## src/rtl/wb_pkg.sv

```systemverilog
// Shared types and defaults for the Wishbone command master.
package wb_pkg;

    localparam int WB_AW  = 26;
    localparam int WB_DW  = 32;
    localparam int WB_TMO = 255;

    typedef logic [3:0] beat_len_t;

    typedef enum logic [2:0] {
        IDLE,
        WAIT_WD,
        BEAT,
        DONE,
        ERR
    } wb_state_t;

endpackage

```

## src/rtl/wb_beat_timer.sv

```systemverilog
// Per-beat ack timeout: clearable up-counter whose terminal flag marks the
// final cycle a beat may still be acknowledged.
module wb_beat_timer #(
    parameter int TMO = 255
) (
    input  logic clk,
    input  logic rst,
    input  logic clear,
    input  logic inc,
    output logic last
);

    localparam int TW = $clog2(TMO + 1);

    logic [TW-1:0] count;

    always_ff @(posedge clk) begin
        if (rst || clear) begin
            count <= '0;
        end else if (inc) begin
            count <= count + 1'b1;
        end
    end

    // Count holds the number of ack-less cycles already spent, so TMO-1 means
    // the current cycle is the TMO-th one without an ack.
    assign last = (count == TW'(TMO - 1));

endmodule

```

## src/rtl/wb_cmd_master.sv

```systemverilog
// Wishbone classic burst master: turns one command into 1..16 single beats,
// holding cyc across the burst and aborting a beat that never gets acked.
module wb_cmd_master
    import wb_pkg::*;
#(
    parameter int AW  = WB_AW,
    parameter int DW  = WB_DW,
    parameter int TMO = WB_TMO
) (
    input  logic            wb_clk_i,
    input  logic            wb_rst_i,
    input  logic            cmd_valid,
    output logic            cmd_ready,
    input  logic            cmd_we,
    input  logic [AW-1:0]   cmd_addr,
    input  logic [3:0]      cmd_len,
    input  logic [DW/8-1:0] cmd_sel,
    input  logic            wdat_valid,
    output logic            wdat_ready,
    input  logic [DW-1:0]   wdat,
    output logic            rdat_valid,
    output logic [DW-1:0]   rdat,
    output logic            done,
    output logic            err,
    output logic            wb_cyc_o,
    output logic            wb_stb_o,
    output logic            wb_we_o,
    output logic [AW-1:0]   wb_addr_o,
    output logic [DW/8-1:0] wb_sel_o,
    output logic [DW-1:0]   wb_dat_o,
    input  logic            wb_ack_i,
    input  logic [DW-1:0]   wb_dat_i
);

    localparam int SW = DW / 8;

    wb_state_t state;
    beat_len_t beat;
    beat_len_t len;
    logic      tmo_last;

    // An ack restarts the window so every beat gets the full TMO cycles.
    wb_beat_timer #(
        .TMO(TMO)
    ) u_timer (
        .clk  (wb_clk_i),
        .rst  (wb_rst_i),
        .clear((state != BEAT) || wb_ack_i),
        .inc  (state == BEAT),
        .last (tmo_last)
    );

    always_ff @(posedge wb_clk_i) begin
        if (wb_rst_i) begin
            state      <= IDLE;
            beat       <= '0;
            len        <= '0;
            cmd_ready  <= 1'b0;
            wdat_ready <= 1'b0;
            rdat_valid <= 1'b0;
            rdat       <= '0;
            done       <= 1'b0;
            err        <= 1'b0;
            wb_cyc_o   <= 1'b0;
            wb_stb_o   <= 1'b0;
            wb_we_o    <= 1'b0;
            wb_addr_o  <= '0;
            wb_sel_o   <= '0;
            wb_dat_o   <= '0;
        end else begin
            rdat_valid <= 1'b0;
            done       <= 1'b0;
            err        <= 1'b0;
            case (state)
                IDLE: begin
                    cmd_ready <= 1'b1;
                    if (cmd_valid && cmd_ready) begin
                        cmd_ready <= 1'b0;
                        wb_we_o   <= cmd_we;
                        wb_addr_o <= cmd_addr;
                        wb_sel_o  <= cmd_sel;
                        len       <= cmd_len;
                        beat      <= '0;
                        if (cmd_we) begin
                            wdat_ready <= 1'b1;
                            state      <= WAIT_WD;
                        end else begin
                            wb_cyc_o <= 1'b1;
                            wb_stb_o <= 1'b1;
                            state    <= BEAT;
                        end
                    end
                end
                WAIT_WD: begin
                    if (wdat_valid) begin
                        wdat_ready <= 1'b0;
                        wb_dat_o   <= wdat;
                        wb_cyc_o   <= 1'b1;
                        wb_stb_o   <= 1'b1;
                        state      <= BEAT;
                    end
                end
                BEAT: begin
                    if (wb_ack_i) begin
                        if (!wb_we_o) begin
                            rdat       <= wb_dat_i;
                            rdat_valid <= 1'b1;
                        end
                        if (beat == len) begin
                            wb_cyc_o <= 1'b0;
                            wb_stb_o <= 1'b0;
                            done     <= 1'b1;
                            state    <= DONE;
                        end else begin
                            beat      <= beat + 1'b1;
                            wb_addr_o <= wb_addr_o + AW'(SW);
                            // Writes drop stb while fetching the next word but keep the bus.
                            if (wb_we_o) begin
                                wb_stb_o   <= 1'b0;
                                wdat_ready <= 1'b1;
                                state      <= WAIT_WD;
                            end
                        end
                    end else if (tmo_last) begin
                        wb_cyc_o <= 1'b0;
                        wb_stb_o <= 1'b0;
                        err      <= 1'b1;
                        state    <= ERR;
                    end
                end
                DONE, ERR: begin
                    cmd_ready <= 1'b1;
                    state     <= IDLE;
                end
                default: begin
                    state <= IDLE;
                end
            endcase
        end
    end

endmodule

```

## config.mk

```make
export PLATFORM = sky130hd
export DESIGN_NAME = wb_cmd_master
export DESIGN_NICKNAME = d
export VERILOG_FILES = /design/src/rtl/wb_pkg.sv /design/src/rtl/wb_beat_timer.sv /design/src/rtl/wb_cmd_master.sv
export SDC_FILE = /design/constraint.sdc
export NUM_CORES = 1
export LEC_CHECK = 0
export ABC_CLOCK_PERIOD_IN_PS = 4800
export CAP_MARGIN = 20
export CORE_ASPECT_RATIO = 0.5
export CORE_MARGIN = 2
export CORE_UTILIZATION = 47
export DETAILED_ROUTE_END_ITERATION = 12
export GPL_TIMING_DRIVEN = 0
export PLACE_DENSITY = 0.95
export SYNTH_ARGS = -nofsm -noshare
export SYNTH_HDL_FRONTEND = slang
export SYNTH_SLANG_ARGS = --single-unit
```

## constraint.sdc

```tcl
create_clock -name wb_clk_i -period 4.8 [get_ports wb_clk_i]
set_input_delay 0.96 -clock wb_clk_i [delete_from_list [all_inputs] [get_ports wb_clk_i]]
set_output_delay 0.96 -clock wb_clk_i [all_outputs]
set_load 0.01 [all_outputs]
```

# After elaboration in Yosys (flattened, before gate mapping)

Index checks and enable logic that the tools add are counted.

Bits in writable memories: 0
Bits in read-only memories: 0
Bits in latches: 0
Logic and storage cells: 96
Output and inout port bits: 102
Bits of input ports: 104
Flip-flop bits (word level): 121
Memories: 0

$lt $le $gt $ge: 0
Eq/ne operators: 17
Multiplexer cells: 39
Shift operators: 0
Add/sub/neg operators: 3
Reduce and logical (&&, ||, !) cells: 18
Bitwise logic cells: 3
Divide/modulo/power cells: 0
$mul: 0

Operator list:

| operator                                                        | count |
|---|---|
| 26-bit two-way mux                                              | 3 |
| 26-bit one-hot mux with 2 select lines                          | 1 |
| 26-bit by 3-bit adder with 26-bit output, second input constant | 1 |
| 1-bit two-way mux                                               | 19 |
| 3-bit two-way mux                                               | 6 |
| 2-bit != test, second input constant                            | 7 |
| 4-bit two-way mux                                               | 3 |
| 6-bit AND reduction                                             | 2 |
| 1-bit one-hot mux with 3 select lines                           | 3 |
| 3-bit one-hot mux with 3 select lines                           | 1 |
| 8-bit by 1-bit adder with 8-bit output, second input constant   | 1 |
| 8-bit == test, second input constant                            | 1 |
| 4-bit one-hot mux with 2 select lines                           | 1 |
| 4-bit AND reduction                                             | 2 |
| 7-bit AND reduction                                             | 1 |
| 3-bit by 2-bit == test with 1-bit output, second input constant | 2 |
| 3-bit != test, second input constant                            | 2 |
| 3-bit OR reduction                                              | 2 |
| 4-bit by 1-bit adder with 4-bit output, second input constant   | 1 |
| 4-bit == test                                                   | 1 |
| 4-bit != test, second input constant                            | 1 |
| 2-bit AND reduction                                             | 2 |
| 2-bit nonzero test                                              | 2 |
| 3-bit by 1-bit == test with 1-bit output, second input constant | 1 |
| other kinds (11)                                                | 14 |

# Longest topological paths before layout

Gate-level depths: netlist (run 1).

Depth in word-level cells: 4
Mapped depth: 8
Depth with buffers taken out: 7

# Cells and area by module

Synthesis (run 1) repeated with hierarchy kept, for this count alone.

Cell total of the unflattened synthesis: 659
Area total of the unflattened synthesis: 5159.9 µm²

Modules (own cells, without submodules):

| module        | seq. area each (µm²) | cells each | area an instance (µm²) | instances |
|---|---|---|---|---|
| wb_cmd_master | 2262.2               | 617        | 4790.8                 | 1 |
| wb_beat_timer | 160.2                | 42         | 369.1                  | 1 |

# Worst setup path before layout (run 1)

OpenSTA, ideal clock, no wires.

Path kind: input -> register
Start: input port wb_ack_i
End: register wb_addr_o[2]
Arrival time: 2.042 ns
Cell stages on the path: 7
Slack: 2.670 ns
Buffers on the path: 2
Data required time: 4.712 ns
Library setup time: 0.088 ns
Path through: nand4bb_1 a41oi_2 or2_1 buf_4 buf_6 a21oi_2 a311oi_2

Cells in the longest elaborated chain, start to end: 2

RTL lines:

| element                              | RTL line             | source |
|---|---|---|
| start: declaration                   | wb_cmd_master.sv:31  | `input logic wb_ack_i,` |
| 2-bit != test (no source line)       | n/a                  |  |
| 4-bit AND reduction (no source line) | n/a                  |  |
| end signal: assignment               | wb_cmd_master.sv:80  | `wb_addr_o <= cmd_addr;` |
| end signal: assignment               | wb_cmd_master.sv:116 | `wb_addr_o <= wb_addr_o + AW'(SW);` |
| end: declaration                     | wb_cmd_master.sv:28  | `output logic [AW-1:0] wb_addr_o,` |

No other way between the ends.
A chain may end at the register's enable or synchronous reset.

# Worst setup path in the final report (run 1)

Start: input port wb_ack_i
End: register beat[0]

Cells in the longest elaborated chain, start to end: 2

RTL lines:

| element                              | RTL line             | source |
|---|---|---|
| 2-bit != test (no source line)       | n/a                  |  |
| 4-bit AND reduction (no source line) | n/a                  |  |
| end signal: assignment               | wb_cmd_master.sv:115 | `beat <= beat + 1'b1;` |
| end: declaration                     | wb_cmd_master.sv:38  | `beat_len_t beat;` |

No other way between the ends.

==> results of run 1 <==
[state kept, by name, summed over array words and instances, names as in the netlist]
signal and flops:
rdat 32, wb_dat_o 32, wb_addr_o 26, u_timer.count 8, beat 4, len 4, wb_sel_o 4, state 3
cmd_ready 1, done 1, err 1, rdat_valid 1, wb_cyc_o 1, wb_stb_o 1, wb_we_o 1, wdat_ready 1
[power groups by stage]
stage	Combinational (mW)	Clock [mW]	Sequential [mW]
finish	0.708	1.60	1.17
CTS	0.695	1.60	1.16
detailed placement	0.678	0	1.18
global placement	0.656	0	1.18
floorplan	0.308	0	1.20
global route	0.751	1.64	1.18
[worst min-delay path by stage]
| stage | start | endpoint | cells past startpoint |
|---|---|---|---|
| floorplan | u_timer.count[0] | u_timer.count[0] | 1 |
| global placement | u_timer.count[0] | u_timer.count[0] | 1 |
| detailed placement | wb_dat_o[19] | wb_dat_o[19] | 2 |
| CTS | wb_dat_o[19] | wb_dat_o[19] | 2 |
| global route | rdat[13] | rdat[13] | 2 |
| finish | rdat[12] | rdat[12] | 2 |
[metal layers]
metal	up-vias	wire, um	GRT usage [%]
met5	-	0	0
met4	0	1100	18.5
met3	133	1660	9.33
met2	367	9210	54.1
met1	2792	7170	34.4
li1	2692	-	-
[area by class of cell]
class,count,share of cell area [%]
buffer,46,2.58
tap,145,2.23
sequential,121,29.7
clock buffer,20,5.73
multi-input combinational,473,31.1
clock inverter,12,3.27
timing repair buffer,204,25.1
inverter,6,0.277
[logic make-up (layout without fill, tap and decap cells)]
logic type	count (synthesis)	after routing	share of synthesized area (%)
mux	3	3	0.579
flops	121	121	46.7
compound gates	170	170	20.6
simple gates	286	286	25.0
xor+xnor	10	10	1.69
buf+inv	52	288	4.49
fa+ha+maj	4	4	0.965
[worst reg2reg max path, stage by stage, from the launching register on]
cell      delay (ns)
dfxtp_1         0.45
xnor2_1         0.20
a41oi_2         0.30
nor2_1          0.35
clkbuf_1        0.50
mux2i_1         0.20
nor2_1          0.21
[per-stage QoR]
stage / cells / utilization (%) / cell area, sq um
floorplan: 646 / - / 5190
global placement: 995 / 68.1 / 7410
detailed placement: 995 / 68.1 / 7410
CTS: 1027 / 74.9 / 8140
global route: 1027 / 74.9 / 8140
finish: 1027 / 74.9 / 8140
[Yosys cell counts (all sizes together) (3+ instances only)]
cell type,number
nand2,178
dfxtp,121
a21oi,100
clkbuf,30
nor2,30
o21ai,19
buf,16
nor3,15
nand3,12
nand4,10
a211oi,7
a311oi,7
a31oi,7
nand2b,7
inv,6
or3,6
and3,5
and4,5
or2,5
xnor2,5
xor2,5
ha,4
nand3b,4
o21bai,4
a32oi,3
mux2i,3
==> results.yml, run 1 <==
logic_synthesis:
  syn-num-nets: 754
  ys_types: 60
  ys_ff_latch: 121
  synth_edf_count: 0
  synthDominantCellAreaShare_pct: 46.7
  avgSynthCellArea_sq_um: 8.03
  synth_top_cell_by_area: "dfxtp_1"
  ys_warn_count: 0
  synth_area_leaders: "dfxtp_1 (47%), nand2_1 (13%), a21oi_1 (9.5%)"
  synth_seq_area_share_pct: 46.7
  ys_async_sr_fraction_pct: 0
  syn_inst: 646
  syn_area_sq_um: 5190
  ys.flop_type: "dfxtp_1"
worst_setup_path:
  crit_buf_inv: 2
  crit_top_cell: "nor2_1"
  regToRegEndpoint: "beat[0]"
  critPathRequiredTime_ns: 5.08
  end_kind: "register"
  crit_fanout: 10
  cp_top_family: "buffers and inverters"
  cp_num_cells: 7
  crit_path_end: "beat[0]"
  criticalPathCategory: "in2reg"
  cp_slowest_cell: "clkdlybuf4s50_1"
  crit_path_start: "wb_ack_i"
  cp_cell_sequence: "clkdlybuf4s50_1 > nand4bb_1 > a41oi_2 > nor2_1 > clkbuf_1 > mux2i_1 > nor2_1"
  r2r_setup_slack_ns: 2.50
  worstSetupStartpointType: "primary input"
  reg2reg_depth: 6
  cp.arrival_ns: 3.17
  reg2reg_from: "beat[0]"
  critical-path-max-stage-delay_ns: 0.54
cts:
  hold_buffers: 0
  post_cts_buffers: 0
  cts_root_buf: "clkbuf_16"
  cts_buffer_depth: 2
  cts_buffers: 17
  cts.sinks: 121
  clk_pin_slew_ns: 0.06
  htreeDepth: 4
  clock_latency_ns: 0.42
  cts_resized: 0
  tritoncts: "yes"
global_routing:
  grt_pass1_vias: 5889
  grt_max_degree: 17
  antenna_found_initial: 0
  grt-ovfl-total: 0
  grt_first_pass_wirelength_um: 29700
  grt_usage_pct: 31.2
power_and_ir_drop:
  power_leakage_nw: 2.80
  p_int_mw: 2.54
  switching_power_mw: 0.931
  pwr-share-clk_pct: 45.9
  power.density_nw_per_um2: 426
  power.total_mw: 3.47
  p_sw_share_pct: 26.8
  p_comb_share_pct: 20.4
  ir_worst_vdd_uv: 288
  power_frac_seq_pct: 33.6
status:
  outcome: "completed"
timing:
  setup_slack_ns: 1.91
  fmax_mhz: 346
  fin_skew_ns: 0.00647
  rsz0062_at_grt: "no"
  slew_headroom_pct: 50.0
  hold-worst-slack_ns: 0.453
  finalSetupViolCount: 0
  hold_violations: 0
  worst_pin_slew_ns: 0.751
  min_period_over_period_pct: 60.3
  fin_crit_ns: 2.89
  setup_tns_ns: 0
  finalMaxSlewViolations: 0
floorplan:
  die_w_um: 153
  rows: 27
  io_pins: 206
  dieArea_sq_um: 11900
  core-area_sq_um: 10900
  initial_core_util_pct: 47.7
  dieHeight_um: 78.3
placement:
  hpwl_um: 12700
  place_congestion: 0.914
  dpl_worst_slack_ns: 1.69
  port_buffers: 204
routing:
  firstDrtPassIters: 7
  num_vias: 5984
  wl_um: 19100
  ant_nets: 0
  wl_per_cell_um: 18.6
  drt_iter0_drc: 567
  drc: 0
  routed_via_density: 5.83
cells_and_area:
  n_fill_cell: 702
  area.sequential_sq_um: 2420
  drive_gt1_share_pct: 7.48
  nets: 977
  diodes: 0
  final_common_cell: "clkdlybuf4s50_1"
  area_delta_synth_final_pct: 57.0
  multi_input_area_sq_um: 2530
  final_cell_mix: "clkdlybuf4s50_1 (204), nand2_1 (178), dfxtp_1 (121), a21oi_1 (98)"
min_path:
  hold_class: "reg2reg"
run:
  cap_violations: 0
Note: power is estimated with default switching activity, not from simulation.
==> run 2, diff against run 1 <==
Settings changed: ABC_CLOCK_PERIOD_IN_PS 4800 to 2360, CORE_UTILIZATION 47 to 39, PLACE_DENSITY 0.95 to 0.87.
Clock period 4.8 ns to 2.36 ns, I/O delays scaled along.
==> run 2 against run 1 <==
  * Critical path type unchanged
  * Wire length down 5.2%
  * Register-to-register slack worse by 2.4 ns
  * Hold slack worse by 0.0027 ns
  * Critical endpoint is now wb_addr_o[14]
==> results.yml, run 2 (synthesized netlist as in run 1, its figures left out) <==
worst_setup_path:
  r2r_setup_slack_ns: 0.12
  crit_buf_inv: 2
  end_kind: "register"
  cp.arrival_ns: 2.50
  crit_path_start: "wb_ack_i"
  cp_cell_sequence: "clkdlybuf4s50_1 > nand4bb_1 > a41oi_4 > nor2_1 > clkbuf_1 > o21ai_0 > a31oi_1"
  critPathRequiredTime_ns: 2.62
  critical-path-max-stage-delay_ns: 0.57
  reg2reg_from: "state[1]"
  regToRegEndpoint: "wb_addr_o[10]"
  cp_num_cells: 7
  crit_fanout: 10
  criticalPathCategory: "in2reg"
  reg2reg_depth: 6
  crit_path_end: "wb_addr_o[14]"
  worstSetupStartpointType: "primary input"
  cp_slowest_cell: "clkdlybuf4s50_1"
  cp_top_family: "buffers and inverters"
global_routing:
  grt_max_degree: 17
  grt-ovfl-total: 0
  grt_usage_pct: 25.1
  grt_first_pass_wirelength_um: 28300
  grt_pass1_vias: 5558
  antenna_found_initial: 0
power_and_ir_drop:
  p_comb_share_pct: 20.8
  p_sw_share_pct: 27.5
  ir_worst_vdd_uv: 433
  switching_power_mw: 1.87
  p_int_mw: 4.93
  power.density_nw_per_um2: 836
  power_frac_seq_pct: 35.0
  pwr-share-clk_pct: 44.2
  power_leakage_nw: 2.77
timing:
  finalMaxSlewViolations: 0
  min_period_over_period_pct: 95.1
  setup_tns_ns: 0
  rsz0062_at_grt: "yes"
  hold_violations: 0
  fin_skew_ns: 0.00687
  slew_headroom_pct: 51.5
  fmax_mhz: 446
  worst_pin_slew_ns: 0.728
  finalSetupViolCount: 0
  fin_crit_ns: 2.24
routing:
  num_vias: 5768
  ant_nets: 0
  wl_per_cell_um: 17.3
  firstDrtPassIters: 5
  routed_via_density: 5.48
  drt_iter0_drc: 501
  wl_um: 18100
  drc: 0
min_path:
  hold_depth: 2
  hold_class: "reg2reg"
run:
  cap_violations: 0
cells_and_area:
  top_regs: "rdat: 32 flops, wb_dat_o: 32 flops, wb_addr_o: 26 flops"
  area_delta_synth_final_pct: 56.8
  final_cell_mix: "clkdlybuf4s50_1 (204), nand2_1 (178), dfxtp_1 (121), a21oi_1 (98), clkbuf_1 (32)"
  diodes: 0
  nets: 977
  drive_gt1_share_pct: 7.26
  stdcell_area_sq_um: 8130
  final_common_cell: "clkdlybuf4s50_1"
placement:
  hpwl_um: 12900
  dpl-instance-area_sq_um: 7440
  port_buffers: 204
  place_congestion: 0.875
floorplan:
  io_pins: 206
  dieHeight_um: 85.6
  core-area_sq_um: 12800
  rows: 29
  die_w_um: 167
  initial_core_util_pct: 40.5
  dieArea_sq_um: 14300
cts:
  cts_buffer_depth: 2
  clk_pin_slew_ns: 0.06
  cts_buffers: 17
  htreeDepth: 4
  clock_latency_ns: 0.41
  cts.sinks: 121
  hold_buffers: 0
  tritoncts: "yes"
  cts_root_buf: "clkbuf_16"
status:
  outcome: "completed"
==> run 2: cell count changes in the layout (fill, tap and decap cells not counted) <==
cell / previous run / this run
a41oi_2: 1 / 0
clkinvlp_4: 1 / 2
clkinv_4: 1 / 2
a41oi_4: 0 / 1
clkinv_2: 2 / 1
clkbuf_8: 3 / 2
bufinv_16: 8 / 6
clkbuf_1: 30 / 32
==> run 2: power groups by stage <==
stage / clock network (mW) / registers, mW / logic, mW
detailed placement: 0 / 2.41 / 1.38
CTS: 3.03 / 2.37 / 1.39
floorplan: 0 / 2.45 / 0.627
global placement: 0 / 2.40 / 1.35
finish: 3.01 / 2.38 / 1.41
global route: 3.13 / 2.40 / 1.51
==> run 2: metal layers <==
metal  GRT usage [%]  routed length, um  up-vias  part of all wire [%]
met5               0                  0        -                     0
met4            15.5                897        0                   4.9
met3            4.66               1090       83                   6.0
met2            43.2               8900      271                    49
met1            29.5               7260     2721                    40
li1                -                  -     2693                     -
==> run 2: metrics by stage <==
step	power [mW]	hold slack [ns]	instances	util, %	setup slack, ns
4_1_cts	6.80	0.453	1052	63.4	0.183
3_3_place_gp	3.75	0.441	1020	58.1	-0.203
3_5_place_dp	3.79	0.446	1020	58.1	-0.221
5_1_grt	7.04	0.472	1052	63.5	0.00656
6_report	6.80	0.451	1052	63.5	0.116
2_1_floorplan	3.08	0.430	646	-	0.376
==> run 2: tightest hold or removal path: cells and delay by family, from the launching register on <==
family             cells  cell delay (ns)
AOI/OAI and AO/OA      1             0.05
and+or+nand+nor        1             0.05
DFF                    1             0.30
==> run 2: worst min path at each step <==
stage	to	from
after floorplan	u_timer.count[0]	u_timer.count[0]
after global routing	rdat[14]	rdat[14]
after global placement	rdat[7]	rdat[7]
final	rdat[17]	rdat[17]
after CTS	rdat[13]	rdat[13]
after detailed placement	rdat[13]	rdat[13]
==> run 2: final cells by class <==
type                    instances  area [sq um]
plain buffers                  46           210
clock buffers                  21           460
clock inverters                11           218
fillers                      1027          4680
inverters                       6          22.5
multi-input cells             473          2540
flip-flops and latches        121          2420
well taps                     170           213
repair buffers                204          2040
==> run 2: repair_timing <==
item                       CTS  global route
setup endpoints to repair    0             5
setup buffers                0             0
gates resized for setup      0             1
==> run 3, diff against run 2 <==
Settings changed: CORE_MARGIN 2 to 10, CTS_CLUSTER_SIZE set to 28.
==> run 3 against run 2 <==
  * Clock skew grew 0.0060 ns
  * Maximum frequency shrank 0.63%
  * Final area shrank 2.2%
  * Global-route usage shrank 5.1 points
  * Power shrank 11%
  * Hold slack is essentially flat
  * Count of clock-buffer cells in the layout grew 2
  * Critical endpoint is now wb_addr_o[6]
==> results.yml, run 3 (synthesized netlist as in run 1, its figures left out) <==
worst_setup_path:
  regToRegEndpoint: "len[1]"
  criticalPathCategory: "in2reg"
  end_kind: "register"
  reg2reg_from: "state[1]"
  cp_cell_sequence: "clkdlybuf4s50_1 > nand4bb_1 > a41oi_4 > nor2_1 > clkbuf_1 > a21oi_1 > o32ai_1"
  crit_fanout: 10
  crit_path_start: "wb_ack_i"
  critPathRequiredTime_ns: 2.62
  critical-path-max-stage-delay_ns: 0.55
  cp_slowest_cell: "clkdlybuf4s50_1"
  reg2reg_depth: 6
  r2r_setup_slack_ns: 0.16
  cp.arrival_ns: 2.52
  crit_path_end: "wb_addr_o[6]"
  worstSetupStartpointType: "primary input"
routing:
  drc: 0
  routed_via_density: 5.47
  wl_per_cell_um: 18.6
  ant_nets: 0
  firstDrtPassIters: 5
  wl_um: 19500
  num_vias: 5731
  drt_iter0_drc: 502
cells_and_area:
  top_regs: "rdat: 32 flops, wb_dat_o: 32 flops, wb_addr_o: 26 flops"
  drive_gt1_share_pct: 6.61
  n_fill_cell: 1075
  final_common_cell: "clkdlybuf4s50_1"
  area.sequential_sq_um: 2420
  multi_input_area_sq_um: 2550
  nets: 977
  diodes: 0
  area_delta_synth_final_pct: 53.4
  final_cell_mix: "clkdlybuf4s50_1 (204), nand2_1 (178), dfxtp_1 (121), a21oi_1 (98), clkbuf_1 (34)"
timing:
  worst_pin_slew_ns: 0.742
  fmax_mhz: 443
  hold_violations: 0
  hold-worst-slack_ns: 0.451
  fin_skew_ns: 0.0129
  setup_tns_ns: 0
  rsz0062_at_grt: "yes"
  slew_headroom_pct: 50.5
  finalSetupViolCount: 0
  min_period_over_period_pct: 95.7
  fin_crit_ns: 2.26
  finalMaxSlewViolations: 0
cts:
  hold_buffers: 0
  clock_latency_ns: 0.41
  cts_root_buf: "clkbuf_16"
  cts.sinks: 121
  cts_buffer_depth: 2
  clk_pin_slew_ns: 0.05
  tritoncts: "yes"
  cts_buffers: 17
  htreeDepth: 4
status:
  outcome: "completed"
global_routing:
  grt-ovfl-total: 0
  grt_first_pass_wirelength_um: 29600
  grt_usage_pct: 19.9
  grt_max_degree: 17
  grt_pass1_vias: 5680
  antenna_found_initial: 0
floorplan:
  dieHeight_um: 102
  dieArea_sq_um: 18600
  core-area_sq_um: 12800
  initial_core_util_pct: 40.4
  die_w_um: 183
  io_pins: 206
  rows: 29
power_and_ir_drop:
  ir_worst_vdd_uv: 425
  power_leakage_nw: 2.70
  power.total_mw: 6.03
  power.density_nw_per_um2: 759
placement:
  place_congestion: 0.900
  hpwl_um: 14400
  port_buffers: 204
min_path:
  hold_class: "reg2reg"
run:
  cap_violations: 0
## run 3: critical path: cells and delay by family
family                 cells  cell delay (ns)
buffers and inverters      2             0.87
AOI/OAI and AO/OA          3             0.76
and+or+nand+nor            2             0.42
## run 3: layout make-up
type / instances / area share (%)
well taps: 170 / 2.67
flip-flops and latches: 121 / 30.4
plain buffers: 46 / 2.64
clock inverters: 5 / 0.315
clock buffers: 23 / 5.88
repair buffers: 204 / 25.7
multi-input cells: 473 / 32.1
inverters: 6 / 0.283
## run 3: worst min path at each step
stage	end	from	slack, ns	cells past startpoint
3_5_place_dp	rdat[26]	rdat[26]	0.45	2
2_1_floorplan	u_timer.count[0]	u_timer.count[0]	0.43	1
6_report	wb_dat_o[10]	wb_dat_o[10]	0.45	2
3_3_place_gp	rdat[11]	rdat[11]	0.44	2
5_1_grt	wb_dat_o[30]	wb_dat_o[30]	0.47	2
4_1_cts	rdat[2]	rdat[2]	0.45	2
## run 3: where the power goes
group | total (mW) | internal [mW] | switching, mW
clock | 2.24 | 1.36 | 0.878
sequential | 2.37 | 2.21 | 0.160
combinational | 1.42 | 0.678 | 0.742
total | 6.03 | 4.25 | 1.78
## run 3: what timing repair did
item | 4_1_cts | 5_1_grt
gates resized for setup | 0 | 2
endpoints found under the hold margin | 0 | 0
buffers inserted | 0 | 0
setup endpoints to repair | 0 | 5
## run 3: through the flow
stage | cell area (sq um) | instances | worst slack [ns] | util (%)
finish | 7960 | 1048 | 0.102 | 61.9
global route | 7960 | 1048 | -0.0366 | 61.9
CTS | 7940 | 1048 | 0.134 | 61.8
detailed placement | 7440 | 1020 | -0.241 | 57.9
global placement | 7440 | 1020 | -0.235 | 57.9
floorplan | 5190 | 646 | 0.376 | -
## run 3: per-layer routing
| metal | track usage [%] | wire length (um) | vias up | share of wire (%) |
|---|---|---|---|---|
| met1 | 21.4 | 7250 | 2679 | 37 |
| met5 | 0 | 0 | - | 0 |
| met2 | 36.2 | 10000 | 278 | 51 |
| met4 | 10.5 | 772 | 0 | 4.0 |
| met3 | 4.86 | 1490 | 83 | 7.6 |
| li1 | - | - | 2691 | - |
